### src/rtl/display_pkg.sv
// Shared constants for the paged 7-segment scanner: segment codes, page modes
// and controller states.
package display_pkg;

  localparam logic [7:0] SEG_0    = 8'hFC;
  localparam logic [7:0] SEG_1    = 8'h60;
  localparam logic [7:0] SEG_2    = 8'hDA;
  localparam logic [7:0] SEG_3    = 8'hF2;
  localparam logic [7:0] SEG_4    = 8'h66;
  localparam logic [7:0] SEG_5    = 8'hB6;
  localparam logic [7:0] SEG_6    = 8'hBE;
  localparam logic [7:0] SEG_7    = 8'hE0;
  localparam logic [7:0] SEG_8    = 8'hFE;
  localparam logic [7:0] SEG_9    = 8'hF6;
  localparam logic [7:0] SEG_DASH = 8'h02;
  localparam logic [7:0] SEG_OFF  = 8'h00;

  localparam logic [1:0] MODE_WRAP   = 2'b00;
  localparam logic [1:0] MODE_STOP   = 2'b01;
  localparam logic [1:0] MODE_MANUAL = 2'b10;

  typedef enum logic [1:0] {
    ST_LOAD,
    ST_CONV,
    ST_DISP
  } state_t;

  function automatic int unsigned pow10(input int unsigned n);
    int unsigned r;
    r = 1;
    for (int unsigned i = 0; i < n; i++) r = r * 10;
    return r;
  endfunction

endpackage

### src/rtl/bcd_seg_decoder.sv
// Combinational BCD digit to active-high {a..g,dp} segment pattern.
module bcd_seg_decoder
  import display_pkg::*;
(
  input  logic [3:0] bcd_i,
  output logic [7:0] seg_o
);

  always_comb begin
    case (bcd_i)
      4'd0:    seg_o = SEG_0;
      4'd1:    seg_o = SEG_1;
      4'd2:    seg_o = SEG_2;
      4'd3:    seg_o = SEG_3;
      4'd4:    seg_o = SEG_4;
      4'd5:    seg_o = SEG_5;
      4'd6:    seg_o = SEG_6;
      4'd7:    seg_o = SEG_7;
      4'd8:    seg_o = SEG_8;
      4'd9:    seg_o = SEG_9;
      default: seg_o = SEG_OFF;
    endcase
  end

endmodule

### src/rtl/seg_page_scanner.sv
// Paged multi-channel 7-segment scanner: the selected channel is converted by a
// sequential double dabble into a shadow BCD register that the digit scan shows.
module seg_page_scanner
  import display_pkg::*;
#(
  parameter int NUM_CH   = 8,
  parameter int VAL_W    = 8,
  parameter int DIGITS   = 3,
  parameter int SCAN_DIV = 50000,
  parameter int PAGE_DIV = 50000000
) (
  input  logic                      clk,
  input  logic                      resetn,
  input  logic [NUM_CH*VAL_W-1:0]   vals,
  input  logic [1:0]                mode,
  input  logic                      step,
  input  logic                      blank_lz,
  output logic [DIGITS-1:0]         digit,
  output logic [7:0]                seg_data,
  output logic [$clog2(NUM_CH)-1:0] page,
  output logic                      busy
);

  localparam int PW  = $clog2(NUM_CH);
  localparam int BW  = 4 * DIGITS;
  localparam int CW  = $clog2(VAL_W);
  localparam int SCW = $clog2(SCAN_DIV);
  localparam int PGW = $clog2(PAGE_DIV);
  localparam int SLW = $clog2(DIGITS + 1);
  localparam int unsigned MAX_VAL = pow10(DIGITS) - 1;

  localparam logic [CW-1:0]  CNT_LAST = CW'(VAL_W - 1);
  localparam logic [SCW-1:0] SC_LAST  = SCW'(SCAN_DIV - 1);
  localparam logic [PGW-1:0] PG_LAST  = PGW'(PAGE_DIV - 1);
  localparam logic [SLW-1:0] SL_LAST  = SLW'(DIGITS);
  localparam logic [PW-1:0]  PG_MAX   = PW'(NUM_CH - 1);

  state_t            state_q, state_d;
  logic [PW-1:0]     page_q;
  logic              pend_q;
  logic [1:0]        mode_q;
  logic [PGW-1:0]    pg_cnt_q;
  logic [SCW-1:0]    sc_cnt_q;
  logic [SLW-1:0]    slot_q;
  logic [VAL_W-1:0]  snap_q, bin_q;
  logic [BW-1:0]     bcd_q, shadow_q;
  logic [CW-1:0]     bit_cnt_q;
  logic              shadow_vld_q, ovf_q;
  logic [DIGITS-1:0] digit_q, digit_d;
  logic [7:0]        seg_q, seg_d, dec_seg;

  logic [VAL_W-1:0]  cur_val, bin_shift;
  logic [BW-1:0]     bcd_adj, bcd_shift;
  logic [PW-1:0]     next_page;
  logic [SLW-1:0]    pos;
  logic [3:0]        nib;
  logic              auto_mode, pg_tick, sc_tick, at_last, adv_req, take_adv, conv_last;
  logic              snap_over, lead_zero;

  assign cur_val   = vals[int'(page_q)*VAL_W +: VAL_W];
  assign auto_mode = ~mode[1];
  assign pg_tick   = auto_mode && (pg_cnt_q == PG_LAST);
  assign sc_tick   = (sc_cnt_q == SC_LAST);
  assign at_last   = (page_q == PG_MAX);
  assign next_page = at_last ? '0 : page_q + 1'b1;
  // Auto-stop parks on the last page without raising a request, so no reload happens.
  assign adv_req   = (pg_tick && !(mode == MODE_STOP && at_last)) || (mode[1] && step);
  assign take_adv  = (state_q == ST_DISP) && (adv_req || pend_q);
  assign conv_last = (state_q == ST_CONV) && (bit_cnt_q == CNT_LAST);
  assign snap_over = {{(32-VAL_W){1'b0}}, snap_q} > MAX_VAL;

  // NOTE: every signal written in always_comb gets a default first so no latch is inferred.
  always_comb begin
    state_d = state_q;
    unique case (state_q)
      ST_LOAD: state_d = ST_CONV;
      ST_CONV: if (bit_cnt_q == CNT_LAST) state_d = ST_DISP;
      ST_DISP: if (take_adv || cur_val != snap_q) state_d = ST_LOAD;
      default: state_d = ST_LOAD;
    endcase
  end

  // One double-dabble step: add 3 to every digit >= 5, then shift the pair left.
  always_comb begin
    bcd_adj = bcd_q;
    for (int i = 0; i < DIGITS; i++) begin
      if (bcd_q[4*i +: 4] >= 4'd5) bcd_adj[4*i +: 4] = bcd_q[4*i +: 4] + 4'd3;
    end
    bcd_shift = {bcd_adj[BW-2:0], bin_q[VAL_W-1]};
    bin_shift = {bin_q[VAL_W-2:0], 1'b0};
  end

  always_ff @(posedge clk or negedge resetn) begin
    if (!resetn) state_q <= ST_LOAD;
    else         state_q <= state_d;
  end

  // NOTE: sequential state uses non-blocking assignments so all registers see pre-edge values.
  always_ff @(posedge clk or negedge resetn) begin
    if (!resetn) begin
      snap_q       <= '0;
      bin_q        <= '0;
      bcd_q        <= '0;
      bit_cnt_q    <= '0;
      shadow_q     <= '0;
      shadow_vld_q <= 1'b0;
      ovf_q        <= 1'b0;
    end else begin
      if (state_q == ST_LOAD) begin
        snap_q    <= cur_val;
        bin_q     <= cur_val;
        bcd_q     <= '0;
        bit_cnt_q <= '0;
      end else if (state_q == ST_CONV) begin
        bcd_q     <= bcd_shift;
        bin_q     <= bin_shift;
        bit_cnt_q <= bit_cnt_q + 1'b1;
      end
      if (conv_last) begin
        shadow_q     <= bcd_shift;
        ovf_q        <= snap_over;
        shadow_vld_q <= 1'b1;
      end
    end
  end

  always_ff @(posedge clk or negedge resetn) begin
    if (!resetn) begin
      page_q   <= '0;
      pend_q   <= 1'b0;
      mode_q   <= MODE_WRAP;
      pg_cnt_q <= '0;
    end else begin
      mode_q <= mode;
      if (take_adv) begin
        page_q <= next_page;
        pend_q <= 1'b0;
      end else if (adv_req && state_q != ST_DISP) begin
        pend_q <= 1'b1;
      end
      if (take_adv || mode != mode_q || !auto_mode || pg_tick) pg_cnt_q <= '0;
      else                                                    pg_cnt_q <= pg_cnt_q + 1'b1;
    end
  end

  // Slot 0 is a dark slot between scans; slot k shows digit position DIGITS-k.
  always_comb begin
    pos       = SL_LAST - slot_q;
    nib       = shadow_q[{pos, 2'b00} +: 4];
    lead_zero = blank_lz && (pos != '0) && ((shadow_q >> {pos, 2'b00}) == '0);
    digit_d   = '0;
    seg_d     = SEG_OFF;
    if (slot_q != '0) begin
      digit_d = DIGITS'(1) << pos;
      if (!shadow_vld_q)  seg_d = SEG_OFF;
      else if (ovf_q)     seg_d = SEG_DASH;
      else if (lead_zero) seg_d = SEG_OFF;
      else                seg_d = dec_seg;
    end
  end

  bcd_seg_decoder u_dec (
    .bcd_i (nib),
    .seg_o (dec_seg)
  );

  always_ff @(posedge clk or negedge resetn) begin
    if (!resetn) begin
      sc_cnt_q <= '0;
      slot_q   <= '0;
      digit_q  <= '0;
      seg_q    <= SEG_OFF;
    end else begin
      sc_cnt_q <= sc_tick ? '0 : sc_cnt_q + 1'b1;
      if (sc_tick) slot_q <= (slot_q == SL_LAST) ? '0 : slot_q + 1'b1;
      digit_q <= digit_d;
      seg_q   <= seg_d;
    end
  end

  assign digit    = digit_q;
  assign seg_data = seg_q;
  assign page     = page_q;
  assign busy     = (state_q == ST_CONV);

endmodule

### config.mk
export PLATFORM = sky130hd
export DESIGN_NAME = seg_page_scanner
export DESIGN_NICKNAME = d
export VERILOG_FILES = /design/src/rtl/display_pkg.sv /design/src/rtl/bcd_seg_decoder.sv /design/src/rtl/seg_page_scanner.sv
export SDC_FILE = /design/constraint.sdc
export NUM_CORES = 1
export LEC_CHECK = 0
export ABC_AREA = 1
export CELL_PAD_IN_SITES_DETAIL_PLACEMENT = 1
export CELL_PAD_IN_SITES_GLOBAL_PLACEMENT = 1
export CORE_UTILIZATION = 25
export CTS_CLUSTER_DIAMETER = 200
export DETAILED_ROUTE_END_ITERATION = 8
export PLACE_DENSITY_LB_ADDON = 0.1
export SYNTH_ARGS = -nofsm -noshare
export SYNTH_HDL_FRONTEND = slang
export SYNTH_SLANG_ARGS = --single-unit
### constraint.sdc
create_clock -name clk -period 3.05 [get_ports clk]
set_clock_uncertainty 0.1 [all_clocks]
set_input_delay 0.305 -clock clk [delete_from_list [all_inputs] [get_ports clk]]
set_output_delay 0.305 -clock clk [all_outputs]
set_load 0.02 [all_outputs]
==> results of run 1 <==
[critical path: cells and delay by family, from the launching register on]
kind / cells / cell delay, ns
buf+inv: 3 / 1.03
flops: 1 / 0.52
simple gates: 1 / 0.12
[worst max path at each step]
stage                                       from                     end  slack (ns)  cells after the start
after floorplan            slot_q[0]$_DFFE_PN0N_   seg_data[6]$_DFF_PN0_        1.26                      9
after global placement                   mode[1]  pg_cnt_q[24]$_DFF_PN0_        0.88                      9
after detailed placement                 mode[1]   pg_cnt_q[3]$_DFF_PN0_        0.85                      9
after CTS                 state_q[1]$_DFFE_PN0P_                    busy        0.56                      4
after global routing      state_q[1]$_DFFE_PN0P_                    busy        0.47                      4
final                     state_q[1]$_DFFE_PN0P_                    busy        0.62                      4
[per-layer routing]
layer	GRT usage	routed length [um]	part of all wire	up-vias
met1	0.180	8090	0.48	2557
met2	0.247	8130	0.48	46
met5	0	0	0	-
met4	0.0337	182	0.011	0
li1	-	-	-	2765
met3	0.0266	357	0.021	14
[cells by family after synthesis]
family / share of synthesized area
and+or+nand+nor: 0.298
buffers and inverters: 0.104
DFF: 0.431
AOI/OAI and AO/OA: 0.0843
xor gates and xnor gates: 0.0370
adders and majority gates: 0.0447
other: 0.000609
[state kept, by name, summed over array words and instances, names as in the netlist, 2 cells and up]
signal / count
mode_q: 2
bit_cnt_q: 3
page: 3
slot_q: 2
digit: 3
bcd_q: 12
state_q: 2
sc_cnt_q: 16
bin_q: 8
snap_q: 8
pg_cnt_q: 26
shadow_q: 12
seg_data: 7
[layout by cell type (no fill, tap or decap), drive strengths merged, types with 13 or more instances in the layout]
| cell | count |
|---|---|
| a21oi | 21 |
| clkdlybuf4s50 | 82 |
| dfrtp | 106 |
| ha | 22 |
| inv | 142 |
| nand2 | 217 |
| nand3 | 76 |
| nor2 | 98 |
| o21ai | 47 |
| o22ai | 13 |
| xor2 | 17 |
[per-stage QoR]
step | area [um^2] | hold WS, ns | utilization
CTS | 7660 | 0.375 | 0.316
global placement | 7370 | 0.326 | 0.304
finish | 7660 | 0.368 | 0.316
global route | 7660 | 0.403 | 0.316
floorplan | 6160 | -0.0906 | -
detailed placement | 7370 | 0.336 | 0.304
[layout make-up]
type | instances | area, um^2 | share of cell area
clock buffer | 9 | 225 | 0.0294
timing repair buffer | 94 | 926 | 0.121
sequential | 106 | 2650 | 0.346
inverter | 142 | 533 | 0.0696
clock inverter | 7 | 53.8 | 0.00703
multi-input combinational | 562 | 2860 | 0.374
tap | 324 | 405 | 0.0529
[timing repair]
| item | CTS | global route |
|---|---|---|
| gates resized for setup | 0 | 0 |
| setup buffers | 0 | 0 |
| hold endpoints to repair | 106 | 0 |
| hold buffers | 1 | 0 |
[power breakdown]
| part | switching [uW] | total (uW) | internal [uW] |
|---|---|---|---|
| sequential | 166 | 1880 | 1710 |
| combinational | 1380 | 2180 | 802 |
| clock | 567 | 1130 | 562 |
| total | 2110 | 5190 | 3080 |
==> qor.txt, run 1 <==
Reg clk slew, reported paths: 0.08 ns
GRT overflow: 0
Clock Latency Late Sink: 0.36 ns
CTS Buffer Depth: 2
Die X-Extent: 159 um
share of the synthesized area in the top cell type: 0.431
routed vias: 5382
final worst setup slack: 0.621 ns
WS Path Type: reg -> out
leak pwr: 0.00370 uW
Rel. slew slack: 0.591
max cap viols: 0
Synth Flop Type: dfrtp_1
Synth area leader: dfrtp_1
initial antenna violation count: 0
synthesized instance count: 830
worst endpoint required time: 2.64 ns
Initial Util: 0.254
drt via density: 4.33
startpoint types: flop
antenna fix cells: 0
layout cells sized above 1: 0.0587
slowest stage delay, CP: 0.64 ns
CP max FO: 12
area of the core: 0.0242 mm^2
drt total wl: 16800 um
die area: 0.0253 mm^2
antenna-violating nets left: 0
Filler cells: 3005
Synth Net Count: 922
global-route wire length before repair: 29000 um
FF-to-FF Start: slot_q[0]$_DFFE_PN0N_
Total Routing Usage GR: 0.142
Final Non-Filler Cells: 1244
Crit. End Element: output pin
r2r worst-path depth: 9
hold depth: 1
maximum vdd drop: 0.000287 V
# DRC: 0
worst reg2reg endpoint: seg_data[6]$_DFF_PN0_
Seq cells post-synth: 106
initial drt markers: 124
Period minus WS final: 2.43 ns
top-count cell post-synth: nand2_1
status: complete, no violations
Die H: 159 um
Slew Limit Fails: 0
DPL Wire Length: 12500 um
RSZ-0062 raised after global routing: false
vias in the first global route: 5802
top area cells in the synthesized netlist: dfrtp_1, nand2_1, inv_1
aggregate negative setup slack: 0 ns
Netlist Area Pre-Place: 0.00616 mm^2
actual slew at the worst max-slew pin: 0.613 ns
row cnt: 57
number of I/O pins: 85
HP Class: reg -> reg
Cells after DPL: 1227
final setup violating endpoints: 0
htree depth: 3
GP Congestion: 0.727
crit-path cells: inv_1 > nand2_1 > inv_1 > clkdlybuf4s50_1
f_max: 0.412 GHz
most used cell, CP: inv_1
Root Driver: clkbuf_16
iteration count of the initial detailed-routing pass: 4
Worst Hold End: sc_cnt_q[0]$_DFF_PN0_
Critical-path top delay cell: clkdlybuf4s50_1
Hold Vio Cnt, Final: 0
Area Overhead vs Synth: 24.4%
ys async rst share: 1.00
final worst-path cycle share: 0.796
Post-synth EDFFs: 0
hold path startpoint: sc_cnt_q[0]$_DFF_PN0_
Synthesis Warnings: 0
Cell Pwr Density: 678 mW/mm^2
pin count of the biggest net entering global routing: 107
Worst EP arrival: 2.02 ns
Synth cell types: 38
CTS tree: built
post-synthesis sequential area ratio: 0.431
synthesized area per cell: 7.42 um^2
internal reg-to-reg setup slack: 0.87 ns
dpl ws: 0.853 ns
Sink Count: 106
WL/cell: 13.5 um
port bufs: 83
Post-synth top cells: nand2_1, inv_1, dfrtp_1
final net count: 1007
clock buffer count from CTS: 9
total power: 5190 uW
Power figures use the tool's default switching activity.
==> run 2: changes to the inputs <==
==> constraint.sdc (replaced) <==
create_clock -name clk -period 2.1 [get_ports clk]
set_clock_uncertainty 0.1 [all_clocks]
set_input_delay 0.21 -clock clk [delete_from_list [all_inputs] [get_ports clk]]
set_output_delay 0.21 -clock clk [all_outputs]
set_load 0.02 [all_outputs]
==> run 2 against run 1 <==
Sequential share of layout area decreased by 0.86 points. Register-to-register slack got worse by 0.72 ns. Via count grew 1.7%. Flip-flop and latch count did not move. Combinational power up 50%. Die area did not move. Utilization up 0.83 points. Global-route usage about the same. Critical path depth decreased by 2. Total power increased by 52%. Non-clock buffer count rose by 12. Clock power is 67% higher.
==> qor.txt, run 2 (same netlist as run 1, synthesis figures left out) <==
status: complete, no violations
Most flops, register: pg_cnt_q
vias in the first global route: 5791 (-0.19%)
f_max: 0.509 GHz
drt via density: 4.35 (+0.54%)
DPL Wire Length: 12800 um (+2.4%)
Int Pwr: 4810 uW (+56%)
Cell Pwr Density: 1000 mW/mm^2 (+48%)
GP Congestion: 0.734 (+1.1%)
area of the core: 0.0242 mm^2 (unchanged)
Reg power frac: 0.346 (-0.016)
Rel. slew slack: 0.428 (-0.163)
CTS Buffer Depth: 2 (unchanged)
commonest non-fill, non-tap cell in the layout: nand2_1
Switch Pwr: 3060 uW (+45%)
Slew Limit Fails: 0 (unchanged)
aggregate negative setup slack: 0 ns (unchanged)
Clock Latency Late Sink: 0.36 ns (about the same)
total power: 7870 uW (+52%)
CTS tree: built
max FFs per register: 26 (unchanged)
Root Driver: clkbuf_16
# DRC: 0 (unchanged)
global-route wire length before repair: 29000 um (-0.12%)
Reg clk slew, reported paths: 0.07 ns (about the same)
CP max FO: 18 (+6)
Hold Slack: 0.324 ns (-0.0437 ns)
Sink Count: 106 (unchanged)
htree depth: 3 (unchanged)
RSZ-0062 raised after global routing: true
r2r worst-path depth: 10 (+1)
CP startpoint: page[0]$_DFFE_PN0P_
initial drt markers: 211 (+70%)
sw frac: 0.389 (-0.0181)
initial antenna violation count: 0 (unchanged)
drt total wl: 17200 um (+2.5%)
clock buffer count from CTS: 9 (unchanged)
Period minus WS final: 1.96 ns
Die X-Extent: 159 um (unchanged)
Clk pwr share: 0.241 (+0.023)
maximum vdd drop: 0.000381 V (+33%)
antenna fix cells: 0 (unchanged)
Worst EP arrival: 1.65 ns (-0.37 ns)
commonest non-fill, non-tap cells in the layout: nand2_1, inv_1, dfrtp_1
final net count: 1021 (+1.4%)
HP Class: in -> reg
WL/cell: 13.7 um (+1.4%)
antenna-violating nets left: 0 (unchanged)
max cap viols: 0 (unchanged)
WS Path Type: reg -> out
Gate power share: 0.414 (-0.007)
Critical-path top delay cell: clkdlybuf4s50_1
die area: 0.0253 mm^2 (unchanged)
Area Overhead vs Synth: 27.6%
worst endpoint required time: 1.79 ns (-0.85 ns)
iteration count of the initial detailed-routing pass: 4 (unchanged)
Total Routing Usage GR: 0.142 (about the same)
CP Capture Point: page[0]
slowest stage delay, CP: 0.63 ns (about the same)
GRT overflow: 0 (unchanged)
Hold Vio Cnt, Final: 0 (unchanged)
pin count of the biggest net entering global routing: 107 (unchanged)
internal reg-to-reg setup slack: 0.15 ns (-0.72 ns)
layout cells sized above 1: 0.0803 (+0.0216)
Crit. End Element: output pin
final setup violating endpoints: 0 (unchanged)
Die H: 159 um (unchanged)
row cnt: 57 (unchanged)
number of I/O pins: 85 (unchanged)
startpoint types: flop
Largest regs: pg_cnt_q x26, sc_cnt_q x16
final worst-path cycle share: 0.935
leak pwr: 0.00380 uW (+2.7%)
worst reg2reg endpoint: pg_cnt_q[23]$_DFF_PN0_
port bufs: 83 (unchanged)
FF-to-FF Start: pg_cnt_q[0]$_DFF_PN0_
Initial Util: 0.254 (unchanged)
crit-path cells: buf_6 > clkdlybuf4s50_1
actual slew at the worst max-slew pin: 0.851 ns (+0.237 ns)
routed vias: 5472 (+1.7%)
run 2: cell count changes in the layout (fill, tap and decap cells not counted), sizes merged:
| cell | change |
|---|---|
| dlygate4sd2 | +1 |
| clkdlybuf4s50 | -1 |
| nand4 | +2 |
| clkinv | -3 |
| bufinv | +2 |
| inv | -1 |
| buf | +12 |
| clkbuf | +2 |
run 2: layer usage:
layer  GRT usage  share of wire  up-vias
li1            -              -     2811
met4      0.0315         0.0093        0
met1       0.185           0.49     2611
met5           0              0        -
met3      0.0214          0.017        8
met2       0.246           0.49       42
run 2: layout make-up:
type	instances	area (um^2)
Multi-Input combinational cell	564	2920
Inverter	142	533
Fill cell	2991	16400
Tap cell	324	405
Sequential cell	106	2660
Clock inverter	5	86.3
Clock buffer	11	243
Timing Repair Buffer	106	1020
run 2: repair_timing:
item / in CTS / in global routing
endpoints found under the hold margin: 106 / 0
gates cloned: 0 / 2
pin swaps: 0 / 0
endpoints found under the setup margin: 3 / 35
gates resized for setup: 1 / 12
buffers inserted: 0 / 0
hold buffers: 1 / 0
run 2: worst max-delay path, delay by kind of cell (launching register included):
kind / cells / cell delay, ns
flops: 1 / 0.46
buf+inv: 2 / 0.85
run 2: metrics by stage:
stage / setup slack (ns) / instance area [um^2] / util / instances
5_1_grt: -0.0145 / 7860 / 0.324 / 1258
4_1_cts: -0.00403 / 7790 / 0.321 / 1256
3_3_place_gp: -0.00414 / 7460 / 0.308 / 1239
2_1_floorplan: 0.314 / 6160 / - / 830
6_report: 0.136 / 7860 / 0.324 / 1258
3_5_place_dp: -0.0190 / 7460 / 0.308 / 1239
run 2: power groups by stage:
stage	registers [uW]	clock network, uW	logic, uW
floorplan	2720	0	2210
global placement	2760	0	3330
detailed placement	2760	0	3340
CTS	2720	1980	3350
global route	2790	2040	3800
finish	2720	1890	3260
run 2: worst min-delay path by stage:
stage | startpoint | endpoint | slack (ns) | depth (start not counted)
after floorplan | resetn | bcd_q[0]$_DFFE_PN0P_ | -0.19 | 0
final | mode[0] | mode_q[0]$_DFF_PN0_ | 0.32 | 1
after global placement | resetn | pg_cnt_q[21]$_DFF_PN0_ | 0.25 | 2
after detailed placement | resetn | pg_cnt_q[21]$_DFF_PN0_ | 0.25 | 2
after CTS | mode[0] | mode_q[0]$_DFF_PN0_ | 0.32 | 1
after global routing | mode[0] | mode_q[0]$_DFF_PN0_ | 0.33 | 1
==> run 3: changes to the inputs <==
--- a/config.mk
+++ b/config.mk
@@ -12,6 +12,7 @@
 export CTS_CLUSTER_DIAMETER = 200
 export DETAILED_ROUTE_END_ITERATION = 8
 export PLACE_DENSITY_LB_ADDON = 0.1
+export SLEW_MARGIN = 20
 export SYNTH_ARGS = -nofsm -noshare
 export SYNTH_HDL_FRONTEND = slang
 export SYNTH_SLANG_ARGS = --single-unit
==> results of run 3 <==
No change in the layout: final DEF, timing and power equal those of run 2.
